**src/rtl/citadel_pkg.sv**
```systemverilog
// rtl/citadel_pkg.sv - shared state encoding and display/status constants for the Citadel sequence gate
package citadel_pkg;

    typedef enum logic [2:0] {
        ST_IDLE,
        ST_ARMED,
        ST_AUTHORIZED,
        ST_LOCKOUT,
        ST_TAMPERED
    } state_t;

    // Active-low segments, bit order {dp,g,f,e,d,c,b,a}
    localparam logic [7:0] SEG_LOCKED   = 8'hC7;
    localparam logic [7:0] SEG_UNLOCKED = 8'hC1;
    localparam logic [7:0] SEG_LOCKOUT  = 8'h89;
    localparam logic [7:0] SEG_TAMPER   = 8'h86;
    localparam logic [7:0] SEG_OFF      = 8'hFF;

    localparam logic [7:0] STATUS_ON     = 8'hFF;
    localparam logic [7:0] STATUS_OFF    = 8'h00;
    localparam logic [7:0] STATUS_OE_ALL = 8'hFF;

endpackage

```
**src/rtl/citadel_fight_monitor.sv**
```systemverilog
// rtl/citadel_fight_monitor.sv - saturating count of consecutive driven/sensed pin disagreements
module citadel_fight_monitor #(
    parameter int THRESHOLD = 2
) (
    input  logic       clk,
    input  logic       rst,
    input  logic [7:0] driven,
    input  logic [7:0] sensed,
    output logic       trip
);

    localparam int CW = $clog2(THRESHOLD + 1);
    localparam logic [CW-1:0] CNT_MAX = CW'(THRESHOLD);

    logic [CW-1:0] cnt;

    always_ff @(posedge clk) begin
        if (rst) begin
            cnt <= '0;
        end else if (driven == sensed) begin
            cnt <= '0;
        end else if (cnt != CNT_MAX) begin
            cnt <= cnt + 1'b1;
        end
    end

    assign trip = (cnt == CNT_MAX);

endmodule

```
**src/rtl/citadel_sequence_gate.sv**
```systemverilog
// rtl/citadel_sequence_gate.sv - timed multi-byte key sequence lock with lockout escalation and tamper latch
module citadel_sequence_gate
    import citadel_pkg::*;
#(
    parameter int KEY_BYTES = 4,
    parameter logic [8*KEY_BYTES-1:0] KEY = 32'hB65AC30F,
    parameter int WIN_MIN = 3,
    parameter int WIN_MAX = 5,
    parameter int LOCKOUT_CYCLES = 20,
    parameter int MAX_FAILS = 3,
    parameter int FIGHT_THRESHOLD = 2
) (
    input  logic                           clk,
    input  logic                           rst,
    input  logic                           ena,
    input  logic [7:0]                     key_in,
    input  logic                           key_valid,
    input  logic [7:0]                     uio_in,
    output logic [7:0]                     seg_out,
    output logic [7:0]                     status_out,
    output logic [7:0]                     status_oe,
    output logic                           authorized,
    output logic                           lockout,
    output logic                           tampered,
    output logic [$clog2(MAX_FAILS+1)-1:0] fail_count
);

    localparam int GW = $clog2(WIN_MAX + 2);
    localparam int IW = (KEY_BYTES > 1) ? $clog2(KEY_BYTES) : 1;
    localparam int LW = $clog2(LOCKOUT_CYCLES + 1);
    localparam int FW = $clog2(MAX_FAILS + 1);

    localparam logic [GW-1:0] GAP_MIN     = GW'(WIN_MIN);
    localparam logic [GW-1:0] GAP_MAX     = GW'(WIN_MAX);
    localparam logic [GW-1:0] GAP_TIMEOUT = GW'(WIN_MAX + 1);
    localparam logic [IW-1:0] IDX_LAST    = IW'(KEY_BYTES - 1);
    localparam logic [LW-1:0] LT_INIT     = LW'(LOCKOUT_CYCLES);
    localparam logic [FW-1:0] FC_LAST     = FW'(MAX_FAILS - 1);

    state_t        state;
    logic [IW-1:0] idx;
    logic [GW-1:0] gap;
    logic [LW-1:0] lt;
    logic [7:0]    exp_byte;
    logic          hit;
    logic          fail;
    logic          trip;

    citadel_fight_monitor #(
        .THRESHOLD(FIGHT_THRESHOLD)
    ) u_fight (
        .clk    (clk),
        .rst    (rst),
        .driven (status_out),
        .sensed (uio_in),
        .trip   (trip)
    );

    always_comb begin
        exp_byte = KEY[7:0];
        for (int i = 0; i < KEY_BYTES; i++) begin
            if (idx == IW'(i)) exp_byte = KEY[8*i +: 8];
        end
    end

    // A strobe outside the window or with the wrong byte is a fail; silence past the window is a timeout
    always_comb begin
        hit  = key_valid && (gap >= GAP_MIN) && (gap <= GAP_MAX) && (key_in == exp_byte);
        fail = key_valid ? !hit : (gap == GAP_TIMEOUT);
    end

    always_ff @(posedge clk) begin
        if (rst) begin
            state      <= ST_IDLE;
            idx        <= '0;
            gap        <= '0;
            lt         <= '0;
            fail_count <= '0;
        end else if (trip) begin
            state <= ST_TAMPERED;
        end else begin
            case (state)
                ST_IDLE: begin
                    if (ena) begin
                        state <= ST_ARMED;
                        idx   <= '0;
                        gap   <= '0;
                    end
                end
                ST_ARMED: begin
                    if (!ena) begin
                        state <= ST_IDLE;
                        idx   <= '0;
                        gap   <= '0;
                    end else if (hit) begin
                        gap <= '0;
                        if (idx == IDX_LAST) begin
                            state      <= ST_AUTHORIZED;
                            fail_count <= '0;
                        end else begin
                            idx <= idx + 1'b1;
                        end
                    end else if (fail) begin
                        idx        <= '0;
                        gap        <= '0;
                        fail_count <= fail_count + 1'b1;
                        if (fail_count == FC_LAST) begin
                            state <= ST_LOCKOUT;
                            lt    <= LT_INIT;
                        end
                    end else if (gap != GAP_TIMEOUT) begin
                        gap <= gap + 1'b1;
                    end
                end
                ST_AUTHORIZED: begin
                    if (!ena || key_valid) state <= ST_IDLE;
                end
                // Runs independently of ena so the penalty cannot be cut short
                ST_LOCKOUT: begin
                    if (lt == '0) begin
                        state      <= ST_IDLE;
                        fail_count <= '0;
                    end else begin
                        lt <= lt - 1'b1;
                    end
                end
                ST_TAMPERED: state <= ST_TAMPERED;
                default:     state <= ST_IDLE;
            endcase
        end
    end

    always_comb begin
        seg_out = SEG_OFF;
        if (ena) begin
            case (state)
                ST_AUTHORIZED: seg_out = SEG_UNLOCKED;
                ST_LOCKOUT:    seg_out = SEG_LOCKOUT;
                ST_TAMPERED:   seg_out = SEG_TAMPER;
                default:       seg_out = SEG_LOCKED;
            endcase
        end
    end

    assign status_out = (state == ST_AUTHORIZED && ena) ? STATUS_ON : STATUS_OFF;
    assign status_oe  = STATUS_OE_ALL;
    assign authorized = (state == ST_AUTHORIZED);
    assign lockout    = (state == ST_LOCKOUT);
    assign tampered   = (state == ST_TAMPERED);

endmodule

```
**config.mk**
```make
export PLATFORM = sky130hd
export DESIGN_NAME = citadel_sequence_gate
export DESIGN_NICKNAME = d
export VERILOG_FILES = /design/src/rtl/citadel_pkg.sv /design/src/rtl/citadel_fight_monitor.sv /design/src/rtl/citadel_sequence_gate.sv
export SDC_FILE = /design/constraint.sdc
export NUM_CORES = 1
export LEC_CHECK = 0
export CORE_MARGIN = 2
export CORE_UTILIZATION = 40
export CTS_CLUSTER_DIAMETER = 200
export DETAILED_ROUTE_END_ITERATION = 10
export PLACE_DENSITY = 0.83
export SETUP_SLACK_MARGIN = 0.02
export SLEW_MARGIN = 20
export SYNTH_ARGS = -nofsm -noshare
export SYNTH_HDL_FRONTEND = slang
export SYNTH_SLANG_ARGS = --single-unit
```
**constraint.sdc**
```tcl
create_clock -name clk -period 2.2 [get_ports clk]
set_input_delay 0.44 -clock clk [delete_from_list [all_inputs] [get_ports clk]]
set_output_delay 0.44 -clock clk [all_outputs]
set_load 0.1 [all_outputs]
```
==> results of run 1 <==
per-layer routing:
metal,global-route usage,vias to the layer above,wire [microns]
met5,0,-,0
met4,0.0625,0,35
met3,0.0554,4,267
met2,0.305,49,1620
met1,0.195,648,1420
li1,-,698,-
flip-flops by register name (all words and copies together), names as in the netlist:
| register | flops |
|---|---|
| fail_count | 2 |
| idx | 2 |
| state | 3 |
| gap | 3 |
| u_fight.cnt | 2 |
| lt | 5 |
critical path, delay by kind of cell, from the launching register on:
family / cells / cell delay [ns]
AND/OR/NAND/NOR: 1 / 0.36
flip-flops: 1 / 0.36
multiplexers: 1 / 0.19
AO/OA/AOI/OAI: 3 / 0.73
buffers and inverters: 2 / 0.25
adder cells (fa/ha/maj): 1 / 0.15
Yosys cell counts, drive strengths merged (2+ instances only):
| cell | n | area share |
|---|---|---|
| o211ai | 2 | 0.011 |
| o31ai | 2 | 0.014 |
| o21ai | 8 | 0.031 |
| nor3 | 5 | 0.018 |
| and2 | 2 | 0.0088 |
| clkbuf | 3 | 0.0079 |
| buf | 20 | 0.11 |
| dfxtp | 17 | 0.24 |
| a311oi | 3 | 0.023 |
| nor2 | 11 | 0.031 |
| or4 | 4 | 0.021 |
| a21o | 2 | 0.011 |
| inv | 11 | 0.029 |
| ha | 11 | 0.097 |
| nor3b | 5 | 0.026 |
| a2bb2oi | 2 | 0.012 |
| nand4 | 3 | 0.013 |
| o21a | 2 | 0.011 |
| nand2b | 4 | 0.018 |
| nor2b | 3 | 0.013 |
| nor4 | 5 | 0.022 |
| nand2 | 11 | 0.029 |
| a211o | 2 | 0.012 |
| or3 | 3 | 0.013 |
| nand3 | 6 | 0.021 |
| a21oi | 8 | 0.028 |
| xnor2 | 5 | 0.031 |
| o22ai | 3 | 0.013 |
| or2 | 2 | 0.0088 |
cell families (layout without fill, tap and decap cells):
kind of cell | after synthesis | in the layout | synth area share
AO/OA/AOI/OAI | 39 | 39 | 0.208
XOR/XNOR | 5 | 5 | 0.0308
adder cells (fa/ha/maj) | 11 | 11 | 0.0968
buffers and inverters | 34 | 68 | 0.143
flip-flops | 17 | 17 | 0.239
multiplexers | 1 | 1 | 0.00704
other | 1 | 9 | 0.00264
AND/OR/NAND/NOR | 68 | 68 | 0.272
power groups by stage:
stage / clock network, uW / logic, uW / registers, uW
5_1_grt: 197 / 538 / 369
4_1_cts: 182 / 500 / 366
3_3_place_gp: 0 / 492 / 372
6_report: 174 / 500 / 367
2_1_floorplan: 0 / 355 / 377
3_5_place_dp: 0 / 499 / 373
metrics by stage:
step                      worst slack [ns]  power [uW]  instances  area, sq um  TNS [ns]
after floorplan                     -0.143         732        184         1530    -0.258
after global placement              -0.195         864        258         2080     -1.64
after detailed placement            -0.222         872        258         2080     -2.01
after CTS                           0.0249        1050        263         2120         0
after global routing               -0.0394        1100        264         2150    -0.152
final                               0.0402        1040        264         2150         0
timing repair:
item | CTS | global route
setup buffers | 0 | 1
resized for setup | 2 | 7
cloned | 1 | 0
setup endpoints to repair | 6 | 11
pin swaps | 0 | 7
worst max-delay path by stage:
| stage | startpoint | end | slack [ns] | depth (start not counted) |
|---|---|---|---|---|
| CTS | idx[0]$_SDFFE_PP0P_ | lt[4]$_SDFFE_PP0P_ | 0.02 | 8 |
| global route | idx[0]$_SDFFE_PP0P_ | lt[1]$_SDFFE_PP0P_ | -0.04 | 8 |
| floorplan | state[1]$_SDFFE_PP0P_ | seg_out[0] | -0.14 | 3 |
| detailed placement | key_in[4] | lt[4]$_SDFFE_PP0P_ | -0.22 | 7 |
| global placement | key_in[4] | lt[4]$_SDFFE_PP0P_ | -0.19 | 7 |
| finish | idx[0]$_SDFFE_PP0P_ | state[1]$_SDFFE_PP0P_ | 0.04 | 8 |
area by class of cell:
cell class,count,area [sq um],share of cell area
clock buffer,4,26.3,0.0122
timing repair buffer,53,687,0.319
sequential,17,345,0.160
inverter,11,48.8,0.0227
multi-input combinational,133,987,0.459
tap,46,57.6,0.0267
==> results by stage, run 1 <==
Drt:
- The post-route DRC violation count is 0.
- Summed over all layers, the routed wires come to 3.35 mm.
- Detailed routing inserted a total of 1399 vias.
- The count of nets left with antenna violations once routing finished came out at 0.
- The count of TritonRoute iterations in the first routing pass is 6.
- In the routed layout, each cell is associated on average with a via count of 5.30.
- The per-cell routed wire length is 12.7 microns.
- The first-iteration detailed-routing DRC count is 43.

Synthesis:
- The register bit count reported by yosys is 17.
- The number of enable-type register cells in the synthesized netlist is 0.
- The proportion of register bits with asynchronous set or reset after synthesis is 0.
- The share of the Yosys chip area taken by registers is 0.239.
- Among all flip-flop cells after synthesis, the most frequent one is dfxtp_1.
- The mean cell area of the mapped netlist is around 8.1 sq um.
- The cell area after synthesis is 1420 sq um.
- The distinct cell type count of the synthesized netlist is 47.
- The gate count after technology mapping is 176.
- The Yosys step of the flow raised 0 warnings.

Floorplan:
- The floorplan step defined a die boundary enclosing 4050 sq um.
- From bottom edge to top edge, the die measures 63.6 microns.
- The region available for standard cell placement spans ~3400 sq um.
- The die width is 63.6 microns.
- The effective utilization at floorplan is 0.423.
- The number of rows created at floorplan is 21.
- The number of top-level pins is 49.

Setup path:
- The critical path is of the flip-flop to flip-flop type.
- The highest cell delay on the worst timing path is 0.37 ns.
- The endpoint identified for the worst register-to-register timing path is state[1]$_SDFFE_PP0P_.
- The path depth of the worst reg2reg path is 8.
- The kind of start point of the critical path is a flip-flop.
- The data required time at the worst endpoint is about 2.4 ns.
- In this run the critical register-to-register path is launched from idx[0]$_SDFFE_PP0P_.
- The cell type of the slowest stage on the worst timing path is a2111oi_4.
- The signal arrival time at the worst endpoint is between 2 and 2.5 ns.
- In this run the worst path has a maximum fanout of 6.
- The setup slack of the most critical reg-to-reg path is ~0.040 ns.
- The category of the worst setup path capture point is a flip-flop.
- The critical path goes through inv_2 -> ha_4 -> or3_1 -> a211o_1 -> a2111oi_4 -> buf_6 -> mux2i_1 -> o21ai_1.

Timing:
- Setup repair after global routing could not meet its margin everywhere.
- Across all hold checks on the routed design, the worst slack comes to 0.518 ns.
- The maximum operating frequency is 463 MHz.
- The number of hold violations in the final report came to 0.
- The number of failing setup endpoints in the final timing report is 0.
- The share of the clock period used by the worst path is 0.982.
- The number of pins with negative max-slew slack in the final report is 0.
- The worst path needs between 2 and 2.5 ns of the cycle, external delays included.
- Between clock sinks in the finished design, the worst skew comes to 0.00630 ns.

Final layout:
- The number of fillers in the final layout is ~280.
- In the final design database the tool counted 250 nets.
- From synthesis to final layout, the design area changed by 51.4%.
- The number of antenna repair diodes is 0.
- The top cell types in the final layout, fill and taps aside, are 19 x clkdlybuf4s50_1, 19 x buf_12, 14 x buf_4.
- In the final layout, the share of cells above drive strength 1 is 0.280.
- Measured on the finished design, the core utilization comes to 0.640.

Clocking:
- The TritonCTS sink count is 17.
- The number of buffers added to fix hold violations after cts is 0.
- TritonCTS created 3 clock buffers.
- The clock latency of the later-clocked register in the worst-skew pair is 0.30 ns.
- In this run the number of H-tree levels came out at 1.
- After clock tree synthesis, the clock-pin slew on the worst setup and hold paths is 0.10 ns.
- TritonCTS built the clock tree.
- The cell sitting at the root of the clock tree is a clkbuf_4.
- Counting along the longest clock path gives a buffer depth of 2.

Power:
- The share of total power dissipated in sequential elements is 0.352.
- The largest voltage drop on the vdd net is 0.000269 V.
- Of the total power, the clock network draws 0.167.
- Of the total power, the share spent switching nets is 0.426.
- The leakage power of the design is between 0.0008 and 0.0009 uW.
- The share of total power dissipated in combinational logic is 0.481.
- Power spread over the standard cell area amounts to about 480 nW/um^2.
- The internal power component is approximately 600 uW.
- Summed over all nets, the switching power comes to ~440 uW.

GRT:
- The number of antenna violations at the first check in global routing is 0.
- The first global-routing pass estimated around 5.8 mm of wire.
- The via count of the first global-routing pass came to approximately 1400.
- The total global routing overflow is 0.
- The largest net degree at the start of global routing is 17.
- Across every metal layer, demand over resource in global routing totals 0.174.

Worst hold path:
- In this run the most critical hold path is launched from fail_count[1]$_SDFFE_PP0P_.
- The worst hold path terminates at fail_count[1]$_SDFFE_PP0P_.
- The type of the tightest min-delay check is flip-flop to flip-flop.
- Along the worst hold path, the cell count comes to 2.

Placed design:
- The count of port buffers added during placement is 39.
- Once detailed placement completed, the half-perimeter wirelength came to 2.65 mm.
- At the end of routability-driven placement, the weighted congestion stood at 0.833.

Job:
- Max-cap violations in this run came to 0.

Run status:
- The run finished with clean final reports.
No activity file was read; power rests on OpenSTA's default activity.
==> run 2, diff against run 1 <==
CTS_CLUSTER_DIAMETER = not set   (was 200)
==> results of run 2 <==
No change in the layout: final DEF, timing and power equal those of run 1.
==> run 3, diff against run 2 <==
==> constraint.sdc (replaced) <==
create_clock -name clk -period 2.2 [get_ports clk]
set_input_delay 0.44 -clock clk [delete_from_list [all_inputs] [get_ports clk]]
set_output_delay 0.44 -clock clk [all_outputs]
set_load 0.05 [all_outputs]
==> results by stage, run 3 (synthesis results as in run 1) <==
Run status:
- The run finished with clean final reports.

Drt:
- The post-route DRC violation count is 0 (unchanged).
- The first-iteration detailed-routing DRC count was 57 (+33%).
- The average vias per placed instance is 5.35 (+1.0%).
- The antenna violation net count after detailed routing is 0 (unchanged).
- The count of TritonRoute iterations in the first routing pass is 4 (-2).
- The per-cell routed wire length is 13.0 microns (+2.6%).
- The total detailed-routing wirelength is 3.46 mm (+3.3%).
- The number of vias in the routed layout is 1424 (+1.8%).

Timing:
- The number of failing setup endpoints in the final timing report is 0 (unchanged).
- The summed negative setup slack over all endpoints is 0 ns (unchanged).
- The final worst clock skew is 0.00459 ns (-0.00172 ns).
- Setup repair after global routing could not meet its margin everywhere.
- The maximum operating frequency is 456 MHz (-1.4%).
- The final hold slack came to 0.509 ns (-0.00857 ns).
- The final critical path time including I/O delays and setup is 2.19 ns (+0.0316 ns).
- The number of pins with negative max-slew slack in the final report is 0 (unchanged).
- The number of hold violations in the final report is 0 (unchanged).
- The share of the clock period used by the worst path came to 0.996 (+0.0144).

Job:
- The max-capacitance violation count is 0 (unchanged).

Placed design:
- The number of instances in the placed design is 260 (+0.78%).
- The cell area after placement was 2000 sq um (-4.0%).
- The post-detailed-placement half-perimeter wirelength is 2.71 mm (+2.5%).
- The final weighted congestion in routability-driven placement is 0.937 (+12%).
- The count of port buffers added during placement is 39 (unchanged).

Floorplan:
- The floorplan die height is 63.6 microns (unchanged).
- The die outline area was 4050 sq um (unchanged).
- The number of rows created at floorplan was 21 (unchanged).
- The die width is 63.6 microns (unchanged).
- The effective utilization at floorplan came to 0.423 (unchanged).
- The core area is 3360 sq um (unchanged).
- The number of top-level pins is 49 (unchanged).

Final layout:
- The number of fillers in the final layout is 302 (+9.0%).
- The final non-filler cell area was 2060 sq um (-4.2%).
- The fraction of final layout cells with drive strength greater than 1 is 0.245 (-0.0344).
- The register area came to 342 sq um (-1.1%).
- The register ranked first by flip-flop count is lt.
- The number of flip-flops in the largest register was 5 (unchanged).
- In the layout the commonest cells are 21 x clkdlybuf4s50_1, 18 x buf_4, 16 x dfxtp_1.
- The signed area change from the synthesized netlist to the final layout is 45.0%.
- The footprint of the multi-input gates is 936 sq um (-5.2%).
- The largest registers in the layout are lt x5, gap x3, state x3.
- The non-filler instance count after layout is 266 (+0.76%).
- The net count of the finished layout came to 252 (+0.80%).
- The number of antenna repair diodes is 0 (unchanged).
- The library cell used most frequently in the layout, excluding fill and tap cells, is clkdlybuf4s50_1.

Clocking:
- Clock tree synthesis selected as its root buffer the cell clkbuf_4.
- The H-tree level count came to 1 (unchanged).
- The number of buffers added to fix hold violations after cts is 0 (unchanged).
- The TritonCTS sink count is 17 (unchanged).
- The buffer levels on the longest clock path is 2 (unchanged).
- The clock latency of the later-clocked register in the worst-skew pair is 0.29 ns (about the same).
- The clock buffer count from CTS is 3 (unchanged).
- The clock transition at the registers of the reported paths is 0.11 ns (about the same).
- TritonCTS built the clock tree.

Worst hold path:
- The type of the tightest min-delay check is flip-flop to flip-flop.

GRT:
- The total global routing track utilization is 0.181 (+0.00713).
- The via count of the first global-routing pass was 1394 (+3.3%).
- The wire length of the first global-routing pass is 6.00 mm (+4.2%).
- The number of antenna violations at the first check in global routing is 0 (unchanged).
- The largest net degree at the start of global routing is 17 (unchanged).
- The total global routing overflow is 0 (unchanged).

Setup path:
- The largest fanout of any net on the critical path is 6 (unchanged).
- By startpoint and endpoint, the worst setup path is classified as flip-flop to flip-flop.
- The data required time at the worst endpoint is 2.39 ns (about the same).
- The signal arrival time at the worst endpoint is 2.38 ns (+0.03 ns).
- STA classifies the critical path endpoint as a flip-flop.
- The worst setup path is launched from a flip-flop.

Power:
- The leakage power of the design was 0.000805 uW (-3.0%).
- The ratio of total power to cell area was 452 nW/um^2 (-6.5%).
- The final total power is 932 uW (-10%).
- The largest voltage drop on the vdd net is 0.000223 V (-17%).
==> run 3: cell count changes in the layout (fill, tap and decap cells not counted), sizes merged <==
cell	before	now
clkinv	0	1
clkbuf	4	3
inv	9	11
clkinvlp	2	0
clkdlybuf4s50	19	21
==> run 3: final timing paths <==
path	start	depth (start not counted)	to	slack [ns]
hold / removal	idx[0]$_SDFFE_PP0P_	2	idx[0]$_SDFFE_PP0P_	0.51
hold reg to reg	idx[0]$_SDFFE_PP0P_	2	idx[0]$_SDFFE_PP0P_	0.51
setup reg to reg	idx[0]$_SDFFE_PP0P_	8	state[1]$_SDFFE_PP0P_	0.009
setup / recovery	idx[0]$_SDFFE_PP0P_	8	state[1]$_SDFFE_PP0P_	0.009
==> run 3: stage by stage <==
| step | setup slack, ns | utilization |
|---|---|---|
| after floorplan | 0.0142 | - |
| after global placement | -0.192 | 0.594 |
| after detailed placement | -0.262 | 0.594 |
| after CTS | 0.0162 | 0.608 |
| after global routing | -0.0723 | 0.613 |
| final | 0.00866 | 0.613 |
==> run 3: cell type report <==
| cell class | instances | share of cell area |
|---|---|---|
| flip-flops and latches | 17 | 0.166 |
| multi-input cells | 133 | 0.454 |
| inverters | 11 | 0.0200 |
| repair buffers | 55 | 0.319 |
| well taps | 46 | 0.0279 |
| clock inverters | 1 | 0.00243 |
| clock buffers | 3 | 0.0109 |
==> run 3: timing repair <==
item / 4_1_cts / 5_1_grt
gates cloned: 1 / 0
resized for setup: 4 / 5
setup buffers: 1 / 0
pin swaps: 0 / 2
endpoints found under the setup margin: 10 / 12
==> run 3: worst max-delay path: stages (launching register included) <==
cell and delay (ns):
dfxtp_2 0.36, inv_2 0.05, ha_2 0.18, or3_1 0.36, a211o_1 0.30, a2111oi_4 0.38, buf_6 0.19, mux2i_1 0.19
o21ai_1 0.07
==> run 3: where the power goes <==
group	internal (uW)	total [uW]	switching, uW
Sequential	336	371	34.6
Combinational	174	392	217
Clock	67.4	169	102
==> run 3: layer usage <==
layer	track usage	vias up	wire, microns
li1	-	697	-
met1	0.206	670	1500
met2	0.329	51	1690
met3	0.0429	6	214
met4	0.0571	0	53
met5	0	-	0
==> edit: new RTL, settings of run 2 <==
Register the output `seg_out`; this adds one clock of latency there. The other outputs are not delayed to match.
--- a/src/rtl/citadel_sequence_gate.sv
+++ b/src/rtl/citadel_sequence_gate.sv
@@ -36,6 +36,8 @@
     localparam logic [IW-1:0] IDX_LAST    = IW'(KEY_BYTES - 1);
     localparam logic [LW-1:0] LT_INIT     = LW'(LOCKOUT_CYCLES);
     localparam logic [FW-1:0] FC_LAST     = FW'(MAX_FAILS - 1);
+
+    logic [7:0] seg_d;
 
     state_t        state;
     logic [IW-1:0] idx;
@@ -131,13 +133,13 @@
     end
 
     always_comb begin
-        seg_out = SEG_OFF;
+        seg_d = SEG_OFF;
         if (ena) begin
             case (state)
-                ST_AUTHORIZED: seg_out = SEG_UNLOCKED;
-                ST_LOCKOUT:    seg_out = SEG_LOCKOUT;
-                ST_TAMPERED:   seg_out = SEG_TAMPER;
-                default:       seg_out = SEG_LOCKED;
+                ST_AUTHORIZED: seg_d = SEG_UNLOCKED;
+                ST_LOCKOUT:    seg_d = SEG_LOCKOUT;
+                ST_TAMPERED:   seg_d = SEG_TAMPER;
+                default:       seg_d = SEG_LOCKED;
             endcase
         end
     end
@@ -148,5 +150,9 @@
     assign lockout    = (state == ST_LOCKOUT);
     assign tampered   = (state == ST_TAMPERED);
 
+    always_ff @(posedge clk) begin
+        seg_out <= seg_d;
+    end
+
 endmodule
 
Behaviour: not the same (Yosys sat finds a counterexample within 4 cycles, from zero or initial values and one cycle with rst high).
==> edit against run 2 <==
  * Sequential power grew 27%
  * Cell area grew 0.93%
  * Wire length grew 1.7%
  * Synthesized area grew 9.5%
  * Global-route usage shrank 1.1 points
  * Total power grew 23%
  * Hold slack lost 0.020 ns
  * Non-clock buffer count is the same
  * Setup slack gained 0.055 ns
  * Sequential cell count grew 5
==> edit: results (changes against run 2) <==
Place
  – GPL Wtd Cong: 0.833 (about the same)
  – Pre-CTS worst setup slack: -0.202 ns (+0.0202 ns)
  – HPWL Detailed: 2670 um (+0.71%)

Worst setup path
  – RR Endpoint: lt[4]
  – Worst path max stage delay: 0.48 ns (+0.11 ns)
  – R2R depth: 8 (unchanged)
  – Slowest-stage cell, CP: clkdlybuf4s50_1
  – Reg2reg setup slack: 0.15 ns (+0.11 ns)
  – CP Data Arrival Time: 1.67 ns (-0.68 ns)
  – Largest fanout on the critical path: 10 (+4)

Finish
  – Share of post-route cells with drive strength above 1: 0.274 (-0.00548)
  – Largest registers: lt (5), seg_out (5)

Pwr
  – Worst VDD drop: 0.310 mV (+15%)
  – Leak: 0.883 nW (+6.4%)

Worst hold path
  – Hold Path Cell Cnt: 1 (-1)

Synthesis
  – Seq/Total Area, Yosys: 0.283 (+0.0435)
  – Synth top cells by count: 22 x dfxtp_1, 20 x buf_4, 16 x inv_1, 15 x nor2_1, 13 x nand2_1
  – Synth Area in Compound Gates: 0.200 (-0.00759)
  – Adder-cell area share of the yosys netlist: 0.0884 (-0.00841)
  – Largest area contributor in the netlist: dfxtp_1
  – Mux contribution to synthesized area: 0.0129 (+0.00582)
  – Post-Synth XOR/XNOR Area: 0.0225 (-0.00830)
  – Count of cell types in the netlist: 51 (+8.5%)

CTS
  – Cts repair resizes: 1 (-1)
  – Worst-path clk slew: 0.08 ns (-0.02 ns)
  – Clock latency on the worst-skew pair: 0.26 ns (-0.04 ns)
  – Root Driver: clkbuf_8

Route
  – Met3 WL: 258 um (-3.4%)
  – Average routed wire per standard cell: 12.4 um (-2.0%)
  – Met2 routed WL: 1680 um (+4.0%)
  – M1 WL: 1440 um (+1.1%)

Global routing
  – Largest net degree at the start of global routing: 13 (-4)
  – Met1 usage: 0.193 (-0.00266)
  – GRT Overall Usage: 0.163 (-0.0111)
  – Vias in the first global route: 1362 (+0.89%)
  – First-pass GRT wire length: 5680 um (-1.3%)
  – Met3 Use GR: 0.0341 (-0.0213)

Timing
  – Hold_ws: 0.498 ns (-0.0199 ns)
  – Minimum clock period: 2.11 ns (-0.0546 ns)

Run status
  – Status: completed
-- edit: changes by cell type after synthesis, moves of 3 or more --
cell	run 2	this run
or4_1	4	0
nand3_1	6	1
a31o_1	0	3
nor2b_1	3	0
nor3_2	0	3
dfxtp_1	17	22
inv_1	11	16
o31ai_1	1	4
nor2_1	10	15
-- edit: how the worst max path moves through the flow --
stage,end,start,cells past startpoint
3_3_place_gp,lt[2],key_in[3],7
5_1_grt,lt[1],key_in[3],8
2_1_floorplan,tampered,state[2],1
3_5_place_dp,lt[1],key_in[3],8
4_1_cts,lt[1],idx[0],9
6_report,status_out[6],ena,6
-- edit: per-stage QoR --
stage | instance area [um2] | util | cells
floorplan | 1600 | - | 193
global placement | 2100 | 0.568 | 271
detailed placement | 2100 | 0.568 | 271
CTS | 2140 | 0.580 | 274
global route | 2170 | 0.589 | 274
finish | 2170 | 0.589 | 274
-- edit: final cells by class --
| class | instances | area [um2] |
|---|---|---|
| Tap cell | 48 | 60.1 |
| Fill cell | 327 | 1520 |
| Multi-Input combinational cell | 132 | 972 |
| Inverter | 16 | 60.1 |
| Clock buffer | 3 | 41.3 |
| Timing Repair Buffer | 53 | 596 |
| Sequential cell | 22 | 443 |
-- edit: power by group --
| part | internal (mW) | leakage [nW] | total (mW) | switching, mW |
|---|---|---|---|---|
| Combinational | 0.196 | 0.681 | 0.564 | 0.367 |
| Sequential | 0.437 | 0.180 | 0.467 | 0.0300 |
| Clock | 0.122 | 0.0216 | 0.251 | 0.129 |
-- edit: worst max-delay path, delay by kind of cell --
kind	cells	cell delay, ns
AND/OR/NAND/NOR	2	0.23
buffers and inverters	4	0.98
